## src/rtl/inference_sequencer_pkg.sv

```systemverilog
// Shared types and defaults for the inference run controller.
package Sequencer;

    typedef enum logic [2:0] {
        ST_IDLE  = 3'd0,
        ST_SRST  = 3'd1,
        ST_ARM   = 3'd2,
        ST_RUN   = 3'd3,
        ST_DRAIN = 3'd4,
        ST_FIN   = 3'd5
    } SeqState;

    localparam int unsigned DEFAULT_TIMEOUT_BIT = 29;
    localparam int unsigned FINISH_DELAY        = 10;

endpackage

```

## src/rtl/inference_sequencer_timer.sv

```systemverilog
// Saturating cycle timer with clear, enable and a selectable-bit timeout flag.
module seq_timer #(
    parameter  int unsigned W           = 32,
    parameter  int unsigned DEFAULT_BIT = Sequencer::DEFAULT_TIMEOUT_BIT,
    localparam int unsigned SEL_W       = $clog2(W)
) (
    input  logic             clk,
    input  logic             rst_n,
    input  logic             clr_i,
    input  logic             en_i,
    input  logic [SEL_W-1:0] sel_i,
    output logic [W-1:0]     count_o,
    output logic             hit_o
);

    logic [W-1:0]     count_q, count_d;
    logic [SEL_W-1:0] sel_eff;

    always_comb begin
        count_d = count_q;
        if (clr_i) begin
            count_d = '0;
        end else if (en_i && (count_q != '1)) begin
            count_d = count_q + W'(1);
        end
    end

    // A zero select means "use the default bit", so bit 0 can never be chosen.
    always_comb begin
        sel_eff = (sel_i == '0) ? SEL_W'(DEFAULT_BIT) : sel_i;
        hit_o   = count_q[sel_eff];
    end

    always_ff @(posedge clk or negedge rst_n) begin
        if (!rst_n) begin
            count_q <= '0;
        end else begin
            count_q <= count_d;
        end
    end

    assign count_o = count_q;

endmodule

```

## src/rtl/inference_sequencer.sv

```systemverilog
// Run controller for one inference section: soft-reset hold, arm, run, drain, done/timeout.
module inference_sequencer #(
    parameter int unsigned TIMER_W             = 32,
    parameter int unsigned LAYER_W             = 8,
    parameter int unsigned RESET_HOLD          = 64,
    parameter int unsigned FINISH_DELAY        = Sequencer::FINISH_DELAY,
    parameter int unsigned DEFAULT_TIMEOUT_BIT = Sequencer::DEFAULT_TIMEOUT_BIT
) (
    input  logic                       clk,
    input  logic                       resetn,
    input  logic                       run,
    input  logic                       reset_req,
    input  logic [$clog2(TIMER_W)-1:0] timeout_bit,
    input  logic                       load_done,
    input  logic                       layer_done,
    input  logic                       islastlayer,
    input  logic                       islast_inbatch,
    input  logic                       result_half_full,
    output logic                       start,
    output logic                       soft_resetn,
    output logic                       busy,
    output logic                       done,
    output logic                       timed_out,
    output logic                       run_dropped,
    output logic [LAYER_W-1:0]         layer_count,
    output logic [TIMER_W-1:0]         cycles,
    output logic                       top_ready
);

    import Sequencer::SeqState, Sequencer::ST_IDLE, Sequencer::ST_SRST, Sequencer::ST_ARM,
           Sequencer::ST_RUN, Sequencer::ST_DRAIN, Sequencer::ST_FIN;

    localparam int unsigned HOLD_W  = $clog2(RESET_HOLD + 1);
    localparam int unsigned DRAIN_W = $clog2(FINISH_DELAY + 1);

    SeqState              state_q, state_d;
    logic [HOLD_W-1:0]    hold_q, hold_d;
    logic [DRAIN_W-1:0]   drain_q, drain_d;
    logic [LAYER_W-1:0]   layer_q, layer_d;
    logic [TIMER_W-1:0]   cycles_q, cycles_d;
    logic                 timed_out_q, timed_out_d;
    logic                 run_dropped_q, run_dropped_d;
    logic                 start_q, done_q, busy_q, soft_resetn_q, top_ready_q;

    logic                 timer_clr, timer_en, timer_hit;
    logic [TIMER_W-1:0]   timer_count;

    seq_timer #(
        .W           (TIMER_W),
        .DEFAULT_BIT (DEFAULT_TIMEOUT_BIT)
    ) u_timer (
        .clk     (clk),
        .rst_n   (resetn),
        .clr_i   (timer_clr),
        .en_i    (timer_en),
        .sel_i   (timeout_bit),
        .count_o (timer_count),
        .hit_o   (timer_hit)
    );

    assign timer_en = (state_q == ST_ARM) || (state_q == ST_RUN) || (state_q == ST_DRAIN);

    always_comb begin
        state_d       = state_q;
        hold_d        = hold_q;
        drain_d       = drain_q;
        layer_d       = layer_q;
        timed_out_d   = timed_out_q;
        run_dropped_d = run_dropped_q;
        timer_clr     = 1'b0;

        if (reset_req) begin
            state_d       = ST_SRST;
            hold_d        = HOLD_W'(RESET_HOLD - 1);
            run_dropped_d = 1'b0;
        end else begin
            if (run && (state_q != ST_IDLE)) begin
                run_dropped_d = 1'b1;
            end
            unique case (state_q)
                ST_IDLE: begin
                    if (run) begin
                        state_d     = ST_ARM;
                        timer_clr   = 1'b1;
                        layer_d     = '0;
                        timed_out_d = 1'b0;
                    end
                end
                ST_SRST: begin
                    if (hold_q == '0) begin
                        state_d = ST_IDLE;
                    end else begin
                        hold_d = hold_q - HOLD_W'(1);
                    end
                end
                ST_ARM: begin
                    if (timer_hit) begin
                        state_d     = ST_FIN;
                        timed_out_d = 1'b1;
                    end else if (load_done) begin
                        state_d = ST_RUN;
                    end
                end
                // A layer finishing on the timeout cycle still counts; timeout owns the transition.
                ST_RUN: begin
                    if (layer_done) begin
                        layer_d = layer_q + LAYER_W'(1);
                    end
                    if (timer_hit) begin
                        state_d     = ST_FIN;
                        timed_out_d = 1'b1;
                    end else if (layer_done && islastlayer && islast_inbatch) begin
                        state_d = ST_DRAIN;
                        drain_d = DRAIN_W'(FINISH_DELAY - 1);
                    end
                end
                ST_DRAIN: begin
                    if (timer_hit) begin
                        state_d     = ST_FIN;
                        timed_out_d = 1'b1;
                    end else if (drain_q == '0) begin
                        state_d = ST_FIN;
                    end else begin
                        drain_d = drain_q - DRAIN_W'(1);
                    end
                end
                ST_FIN:  state_d = ST_IDLE;
                default: state_d = ST_IDLE;
            endcase
        end

        cycles_d = (state_d == ST_FIN) ? timer_count : cycles_q;
    end

    always_ff @(posedge clk or negedge resetn) begin
        if (!resetn) begin
            state_q       <= ST_IDLE;
            hold_q        <= '0;
            drain_q       <= '0;
            layer_q       <= '0;
            cycles_q      <= '0;
            timed_out_q   <= 1'b0;
            run_dropped_q <= 1'b0;
            start_q       <= 1'b0;
            done_q        <= 1'b0;
            busy_q        <= 1'b0;
            soft_resetn_q <= 1'b0;
            top_ready_q   <= 1'b0;
        end else begin
            state_q       <= state_d;
            hold_q        <= hold_d;
            drain_q       <= drain_d;
            layer_q       <= layer_d;
            cycles_q      <= cycles_d;
            timed_out_q   <= timed_out_d;
            run_dropped_q <= run_dropped_d;
            start_q       <= (state_q == ST_ARM) && (state_d == ST_RUN);
            done_q        <= (state_d == ST_FIN);
            busy_q        <= (state_d != ST_IDLE);
            soft_resetn_q <= (state_d != ST_SRST);
            top_ready_q   <= !result_half_full;
        end
    end

    assign start       = start_q;
    assign soft_resetn = soft_resetn_q;
    assign busy        = busy_q;
    assign done        = done_q;
    assign timed_out   = timed_out_q;
    assign run_dropped = run_dropped_q;
    assign layer_count = layer_q;
    assign cycles      = cycles_q;
    assign top_ready   = top_ready_q;

endmodule

```

## config.mk

```make
export PLATFORM = sky130hd
export DESIGN_NAME = inference_sequencer
export DESIGN_NICKNAME = d
export VERILOG_FILES = /design/src/rtl/inference_sequencer_pkg.sv /design/src/rtl/inference_sequencer_timer.sv /design/src/rtl/inference_sequencer.sv
export SDC_FILE = /design/constraint.sdc
export NUM_CORES = 1
export LEC_CHECK = 0
export CORE_MARGIN = 2
export CORE_UTILIZATION = 45
export CTS_CLUSTER_DIAMETER = 120
export DETAILED_ROUTE_END_ITERATION = 8
export GPL_TIMING_DRIVEN = 0
export PLACE_DENSITY = 0.66
export SYNTH_ARGS = -nofsm -noshare
export SYNTH_HDL_FRONTEND = slang
export SYNTH_SLANG_ARGS = --single-unit
```

## constraint.sdc

```tcl
create_clock -name clk -period 2.57 [get_ports clk]
set_input_delay 0.514 -clock clk [delete_from_list [all_inputs] [get_ports clk]]
set_output_delay 0.514 -clock clk [all_outputs]
set_load 0.005 [all_outputs]
```

==> results of run 1 <==
-- stage by stage --
| step | std cells | util, % | hold slack, ns |
|---|---|---|---|
| after detailed placement | 855 | 53.2 | 0.464 |
| after global routing | 869 | 57.0 | 0.0968 |
| final | 869 | 57.0 | 0.0779 |
| after CTS | 871 | 56.5 | 0.0813 |
| after floorplan | 628 | - | 0.218 |
| after global placement | 854 | 53.0 | 0.485 |
-- power by group --
part	leakage, nW	internal (mW)	switching [mW]
logic	1.67	0.323	0.395
registers	1.04	1.60	0.207
clock network	0.152	0.881	0.586
total	2.86	2.80	1.19
-- sequential cells by signal (all words and copies together), names as in the netlist --
signal and count:
busy 1, cycles 32, done 1, drain_q 4, hold_q 7, layer_count 8
run_dropped 1, soft_resetn 1, start 1, state_q 3, timed_out 1, top_ready 1
u_timer.count_o 32
-- worst max path at each step --
stage,to,from
finish,state_q[1]$_DFF_PN0_,timeout_bit[0]
global route,u_timer.count_o[13]$_DFFE_PN0P_,state_q[0]$_DFF_PN0_
detailed placement,cycles[19]$_DFFE_PN0N_,timeout_bit[3]
floorplan,state_q[1]$_DFF_PN0_,timeout_bit[1]
global placement,cycles[7]$_DFFE_PN0N_,resetn
CTS,cycles[31]$_DFFE_PN0N_,state_q[0]$_DFF_PN0_
-- worst max-delay path, delay by kind of cell --
family	cells	cell delay [ns]
compound gates	4	1.05
buf+inv	3	0.60
simple gates	2	0.55
-- Yosys cell counts, drive strengths merged (9+ instances only) --
library cell,instances
nor3,9
a2bb2oi,32
xor2,28
inv,12
a21oi,11
nand4,50
a32oi,32
nand3,54
clkbuf,35
nor2,53
buf,25
mux2i,10
o21ai,11
nand2,70
dfrtp,93
-- logic make-up after synthesis --
logic type	count (synthesis)	synth area share [%]
simple gates	289	26.3
compound gates	120	17.5
flops	93	41.4
buf+inv	72	5.61
xor+xnor	36	5.61
mux	12	2.18
fa+ha+maj	6	1.34
-- cell type report --
type                            count  area [µm²]
Buffer                             56         293
Clock buffer                       11         243
Clock inverter                      5        83.8
Fill cell                        1135        5210
Inverter                           12        45.0
Multi-Input combinational cell    463        3080
Sequential cell                    93        2330
Tap cell                          168         210
Timing Repair Buffer               61         617
-- metal layers --
metal  GRT usage (%)  share of wire (%)  vias to the layer above
li1                -                  -                     2478
met1            34.2                 46                     2592
met2            38.6                 47                      152
met3            4.92                5.2                       22
met4            7.14                2.0                        0
met5               0                  0                        -
-- repair_timing --
action	4_1_cts	5_1_grt
buffers inserted	0	2
pin swaps	0	2
setup endpoints to repair	56	61
resized for setup	29	21
==> summary.log, run 1 <==
INFO  worst_setup_path timing.critical_path.to_type=register
INFO  worst_setup_path worst_r2r_startpoint=state_q[0]$_DFF_PN0_
INFO  synthesis      yosys_most_used_dff=sky130_fd_sc_hd__dfrtp_1
INFO  finish         share_of_layout_cells_above_drive_strength_1=11.8%
INFO  timing         min_period_over_period=96.9%
INFO  timing         timing.slew.headroom=49.9%
INFO  place          gp_congestion=0.886
INFO  power_and_ir_drop pwr_density_cell=578nW/µm²
INFO  finish         most-common-layout-cells=sky130_fd_sc_hd__dfrtp_1 (93), sky130_fd_sc_hd__nand2_1 (70), sky130_fd_sc_hd__nand3_1 (54), sky130_fd_sc_hd__clkdlybuf4s50_1 (54), sky130_fd_sc_hd__nor2_1 (52)
INFO  worst_setup_path timing.critical_path.slowest_cell_delay=0.46ns
INFO  worst_setup_path critical_path.startpoint_type=input port
INFO  route          route.antenna.remaining_nets=0
INFO  floorplanning  die-area=13,400µm²
INFO  synthesis      synth_nets=648
INFO  clock_tree     numCtsBuffers=9
INFO  worst_setup_path required=2.81ns
INFO  worst_setup_path critical_path.cell_chain=dlygate4sd2_1, buf_6, or4_1, nand3_1, o211ai_1, a211o_1, buf_6, a211o_4, o41ai_2
INFO  power_and_ir_drop ir_drop=0.389mV
INFO  timing         setup-violations-final=0
INFO  global_route   grt.overflow.total=0
INFO  place          placed_cell_area=6440µm²
INFO  route          dr.pass1.iters=5
INFO  synthesis      top_cells_by_area_synth=sky130_fd_sc_hd__dfrtp_1 (41%), sky130_fd_sc_hd__nand4_1 (5.6%), sky130_fd_sc_hd__a2bb2oi_1 (5.0%), sky130_fd_sc_hd__a32oi_1 (5.0%), sky130_fd_sc_hd__nand3_1 (4.8%)
INFO  floorplanning  core_area=12,100µm²
INFO  power_and_ir_drop power.static_leakage=2.86nW
INFO  worst_setup_path timing.critical_path.mode_cell=sky130_fd_sc_hd__buf_6
INFO  global_route   grt_max_degree=69
INFO  worst_setup_path regToRegEndpoint=u_timer.count_o[23]$_DFFE_PN0P_
INFO  synthesis      netlist_area=5620µm²
INFO  synthesis      synth.avg_cell_area=8.95µm²
INFO  worst_setup_path timing.critical_path.slowest_stage_cell=sky130_fd_sc_hd__or4_1
INFO  floorplanning  core.rowCount=40
INFO  worst_setup_path worst_setup_slack_for_register_to_register_paths=0.10ns
INFO  global_route   antenna_violations_before_repair=0
INFO  timing         timing.final.ws_setup=0.0805ns
INFO  clock_tree     clock_tree_buffer_depth=2
INFO  route          post-route-drc-count=0
INFO  worst_setup_path r2r.worst_path.cells=8
INFO  route          vias_per_cell=6.03
INFO  place          dpl.hpwl=10,800µm
INFO  timing         fin_setup_tns=0ns
INFO  clock_tree     cts-htree-levels=3
INFO  power_and_ir_drop total_power=3.99mW
INFO  finish         layout_commonest_cell=sky130_fd_sc_hd__dfrtp_1
INFO  finish         layout-area-overhead-vs-synth=22.7%
INFO  place          port_buffers=58
INFO  floorplanning  dieHeight=116µm
INFO  global_route   grt_usage=24.4%
INFO  clock_tree     clock_tree_from_tritoncts=done
INFO  timing         worst_pin_slew=0.749ns
INFO  synthesis      number_of_enable_type_register_cells_in_the_synthesized_netlist=0
INFO  status         outcome=finished clean
INFO  min_path       worst_hold_path_type=input port to async pin
INFO  worst_setup_path critical_path_class=input port to register
INFO  finish         antenna_cells_inserted=0
INFO  clock_tree     clock_tree.root_cell=sky130_fd_sc_hd__clkbuf_16
INFO  clock_tree     clk_latency=0.35ns
INFO  timing         hold_viol=0
INFO  synthesis      syn-instance-count=628
INFO  worst_setup_path worst-path-max-fanout=10
INFO  synthesis      synth-seq-area-share=41.4%
INFO  timing         achievable-frequency=402MHz
INFO  run            cap_violations=0
INFO  timing         setup_repair_after_global_routing_missed_its_margin=true
INFO  synthesis      synth_top_area_cell=sky130_fd_sc_hd__dfrtp_1
INFO  synthesis      async_flop_share=100%
INFO  timing         fin_worst_skew=0.00825ns
INFO  synthesis      ys_warn_count=0
INFO  finish         post-route-cell-area=6900µm²
INFO  route          num_vias=5,244
INFO  global_route   via_count_of_the_first_global_routing_pass=5,023
INFO  clock_tree     clk_pin_slew=0.07ns
INFO  finish         fin_nets=716
INFO  route          drt-wirelength-per-cell=17.9µm
INFO  floorplanning  i_o_pins=61
INFO  global_route   grt_first_pass_wirelength=25,900µm
INFO  clock_tree     clock_sink_count=93
INFO  floorplanning  start_util=46.4%
INFO  synthesis      synth_seq_cells=93
INFO  worst_setup_path arrival=2.73ns
INFO  timing         finalMaxSlewViolations=0
INFO  route          routed_wl=15,600µm
INFO  clock_tree     hold_buffers=0
INFO  route          drt_iter0_drc=407
INFO  floorplanning  dieWidth=116µm
INFO  place          detailedPlace.worstSlack=-0.647ns
INFO  synthesis      post-synth-top-area-fraction=41.4%
INFO  synthesis      yosysUniqueCellTypes=60
INFO  timing         final_period_minus_worst_setup_slack=2.49ns
Power figures use the tool's default switching activity.
==> run 2: changes to the inputs <==
Settings changed: CORE_MARGIN 2 to default.
==> run 2 against run 1 <==
  * Die area decreased by 3.4%
  * Via count decreased by 0.17%
  * Non-clock buffer count increased by 2
  * Design area about the same
  * Worst setup slack improved by 0.063 ns
  * Clock skew increased by 0.0024 ns
  * Critical path depth unchanged
  * Final cell count increased by 0.23%
  * Sequential share of layout area about the same
  * Global-route usage increased by 1.3 points
==> summary.log, run 2 (synthesis results as in run 1) <==
INFO  worst_setup_path arrival=2.64ns [was 2.73 ns]
INFO  finish         most-common-layout-cells=sky130_fd_sc_hd__dfrtp_1 (93), sky130_fd_sc_hd__nand2_1 (70), sky130_fd_sc_hd__nand3_1 (54), sky130_fd_sc_hd__clkdlybuf4s50_1 (54), sky130_fd_sc_hd__nor2_1 (52) [unchanged]
INFO  worst_setup_path timing.critical_path.to_type=register [unchanged]
INFO  worst_setup_path timing.critical_path.mode_cell=sky130_fd_sc_hd__nand4_1 [was sky130_fd_sc_hd__buf_6]
INFO  worst_setup_path worst_setup_slack_for_register_to_register_paths=0.14ns [was 0.10 ns]
INFO  timing         final_period_minus_worst_setup_slack=2.43ns [was 2.49 ns]
INFO  route          drt-wirelength-per-cell=18.1µm [was 17.9 µm]
INFO  timing         timing.final.ws_setup=0.143ns [was 0.0805 ns]
INFO  global_route   grt_usage=25.7% [was 24.4%]
INFO  timing         min_period_over_period=94.4% [was 96.9%]
INFO  worst_setup_path critical_path.cell_chain=buf_2, nand4_1, nor4_1, and4_1, nor2_2, buf_4, nand4_1, xor2_1, nor2_1 [was dlygate4sd2_1, buf_6, or4_1, nand3_1, o211ai_1, a211o_1, buf_6, a211o_4, o41ai_2]
INFO  route          dr.pass1.iters=5 [unchanged]
INFO  clock_tree     clock_tree_from_tritoncts=done [unchanged]
INFO  clock_tree     clk_pin_slew=0.07ns [about the same]
INFO  timing         fin_worst_skew=0.0107ns [was 0.00825 ns]
INFO  run            cap_violations=0 [unchanged]
INFO  worst_setup_path timing.critical_path.slowest_cell_delay=0.61ns [was 0.46 ns]
INFO  power_and_ir_drop power.static_leakage=2.86nW [about the same]
INFO  clock_tree     cts-htree-levels=3 [unchanged]
INFO  global_route   grt.overflow.total=0 [unchanged]
INFO  clock_tree     clock_tree_buffer_depth=2 [unchanged]
INFO  clock_tree     clk_latency=0.35ns [about the same]
INFO  floorplanning  i_o_pins=61 [unchanged]
INFO  finish         layout-area-overhead-vs-synth=22.8% [was 22.7%]
INFO  global_route   grt_max_degree=53 [was 69]
INFO  finish         non_filler_instances=871 [was 869]
INFO  finish         layout_commonest_cell=sky130_fd_sc_hd__dfrtp_1 [unchanged]
INFO  power_and_ir_drop ir_drop=0.346mV [was 0.389 mV]
INFO  min_path       worst_hold_path_type=input port to async pin [unchanged]
INFO  worst_setup_path regToRegEndpoint=u_timer.count_o[23]$_DFFE_PN0P_ [unchanged]
INFO  floorplanning  core.rowCount=40 [unchanged]
INFO  timing         hold_viol=0 [unchanged]
INFO  timing         setup-violations-final=0 [unchanged]
INFO  floorplanning  dieWidth=114µm [was 116 µm]
INFO  timing         achievable-frequency=412MHz [was 402 MHz]
INFO  clock_tree     clock_sink_count=93 [unchanged]
INFO  route          post-route-drc-count=0 [unchanged]
INFO  floorplanning  die-area=12,900µm² [was 13,400 µm²]
INFO  global_route   via_count_of_the_first_global_routing_pass=5,037 [was 5,023]
INFO  timing         timing.slew.headroom=43.5% [was 49.9%]
INFO  floorplanning  start_util=46.4% [unchanged]
INFO  timing         setup_repair_after_global_routing_missed_its_margin=false [was true]
INFO  worst_setup_path timing.critical_path.slowest_stage_cell=sky130_fd_sc_hd__nor4_1 [was sky130_fd_sc_hd__or4_1]
INFO  worst_setup_path worst_r2r_startpoint=u_timer.count_o[10]$_DFFE_PN0P_ [was state_q[0]$_DFF_PN0_]
INFO  power_and_ir_drop pwr_density_cell=567nW/µm² [was 578 nW/µm²]
INFO  route          vias_per_cell=6.01 [was 6.03]
INFO  floorplanning  dieHeight=114µm [was 116 µm]
INFO  timing         worst_pin_slew=0.844ns [was 0.749 ns]
INFO  finish         fin_nets=718 [was 716]
INFO  status         outcome=finished clean [unchanged]
INFO  place          detailedPlace.worstSlack=-0.696ns [was -0.647 ns]
INFO  worst_setup_path critical_path_class=register to register [was input port to register]
INFO  clock_tree     clock_tree.root_cell=sky130_fd_sc_hd__clkbuf_16 [unchanged]
INFO  worst_setup_path critical_path.startpoint_type=register [was input port]
INFO  floorplanning  core_area=12,100µm² [unchanged]
INFO  worst_setup_path worst-path-max-fanout=9 [was 10]
INFO  timing         finalMaxSlewViolations=0 [unchanged]
INFO  worst_setup_path r2r.worst_path.cells=9 [was 8]
INFO  clock_tree     numCtsBuffers=9 [unchanged]
INFO  route          route.antenna.remaining_nets=0 [unchanged]
INFO  route          num_vias=5,235 [was 5,244]
INFO  place          port_buffers=58 [unchanged]
INFO  place          dpl.hpwl=10,800µm [about the same]
INFO  place          gp_congestion=0.887 [was 0.886]
INFO  global_route   grt_first_pass_wirelength=26,100µm [was 25,900 µm]
INFO  route          drt_iter0_drc=489 [was 407]
INFO  worst_setup_path required=2.78ns [was 2.81 ns]
INFO  route          routed_wl=15,800µm [was 15,600 µm]
INFO  global_route   antenna_violations_before_repair=0 [unchanged]
INFO  place          place_inst=855 [unchanged]
INFO  finish         antenna_cells_inserted=0 [unchanged]
INFO  finish         share_of_layout_cells_above_drive_strength_1=12.2% [was 11.8%]
## run 2: metrics by stage
| stage | total power [mW] | util, % | setup TNS, ns | instance area, µm² | hold WS (ns) |
|---|---|---|---|---|---|
| finish | 3.91 | 57.0 | 0 | 6910 | 0.161 |
| global route | 4.10 | 57.0 | 0 | 6910 | 0.204 |
| CTS | 3.94 | 56.4 | 0 | 6830 | 0.175 |
| detailed placement | 2.52 | 53.2 | -33.11 | 6440 | 0.491 |
| global placement | 2.49 | 53.0 | -267.62 | 6410 | 0.485 |
| floorplan | 2.25 | - | 0 | 5620 | 0.218 |
## run 2: worst max path at each step
| stage | depth (start not counted) | slack (ns) | from | end |
|---|---|---|---|---|
| floorplan | 8 | 0.18 | timeout_bit[1] | state_q[1]$_DFF_PN0_ |
| global placement | 1 | -2.55 | resetn | top_ready$_DFF_PN0_ |
| detailed placement | 11 | -0.70 | timeout_bit[3] | cycles[18]$_DFFE_PN0N_ |
| CTS | 11 | 0.007 | hold_q[0]$_DFFE_PN0P_ | cycles[18]$_DFFE_PN0N_ |
| global route | 11 | 0.02 | timeout_bit[0] | cycles[31]$_DFFE_PN0N_ |
| finish | 9 | 0.14 | u_timer.count_o[10]$_DFFE_PN0P_ | u_timer.count_o[23]$_DFFE_PN0P_ |
## run 2: worst max-delay path: cells and delay by family, from the launching register on
family	cells	cell delay [ns]
AND/OR/NAND/NOR	6	1.41
XOR/XNOR	1	0.17
buffers and inverters	2	0.38
flip-flops	1	0.32
## run 2: metal layers
metal | global-route usage (%) | routed length [µm] | share of wire, %
met1 | 35.4 | 7260 | 46
met2 | 40.2 | 7400 | 47
met3 | 5.15 | 828 | 5.2
met4 | 9.96 | 323 | 2.0
met5 | 0 | 0 | 0
## run 2: area by class of cell
cell class / count / area, µm²
Inverter: 12 / 45.0
Timing Repair Buffer: 61 / 617
Sequential cell: 93 / 2330
Tap cell: 168 / 210
Buffer: 58 / 303
Clock buffer: 10 / 239
Multi-Input combinational cell: 463 / 3090
Clock inverter: 6 / 71.3
Fill cell: 1128 / 5200
## run 2: power by group
part | internal (mW) | switching (mW) | leakage (nW)
clock network | 0.787 | 0.596 | 0.145
logic | 0.325 | 0.402 | 1.68
registers | 1.60 | 0.207 | 1.04
total | 2.71 | 1.20 | 2.86
## run 2: timing repair
item,4_1_cts,5_1_grt
resized for setup,31,24
pin swaps,1,2
hold buffers,0,0
setup buffers,0,2
endpoints found under the setup margin,56,56
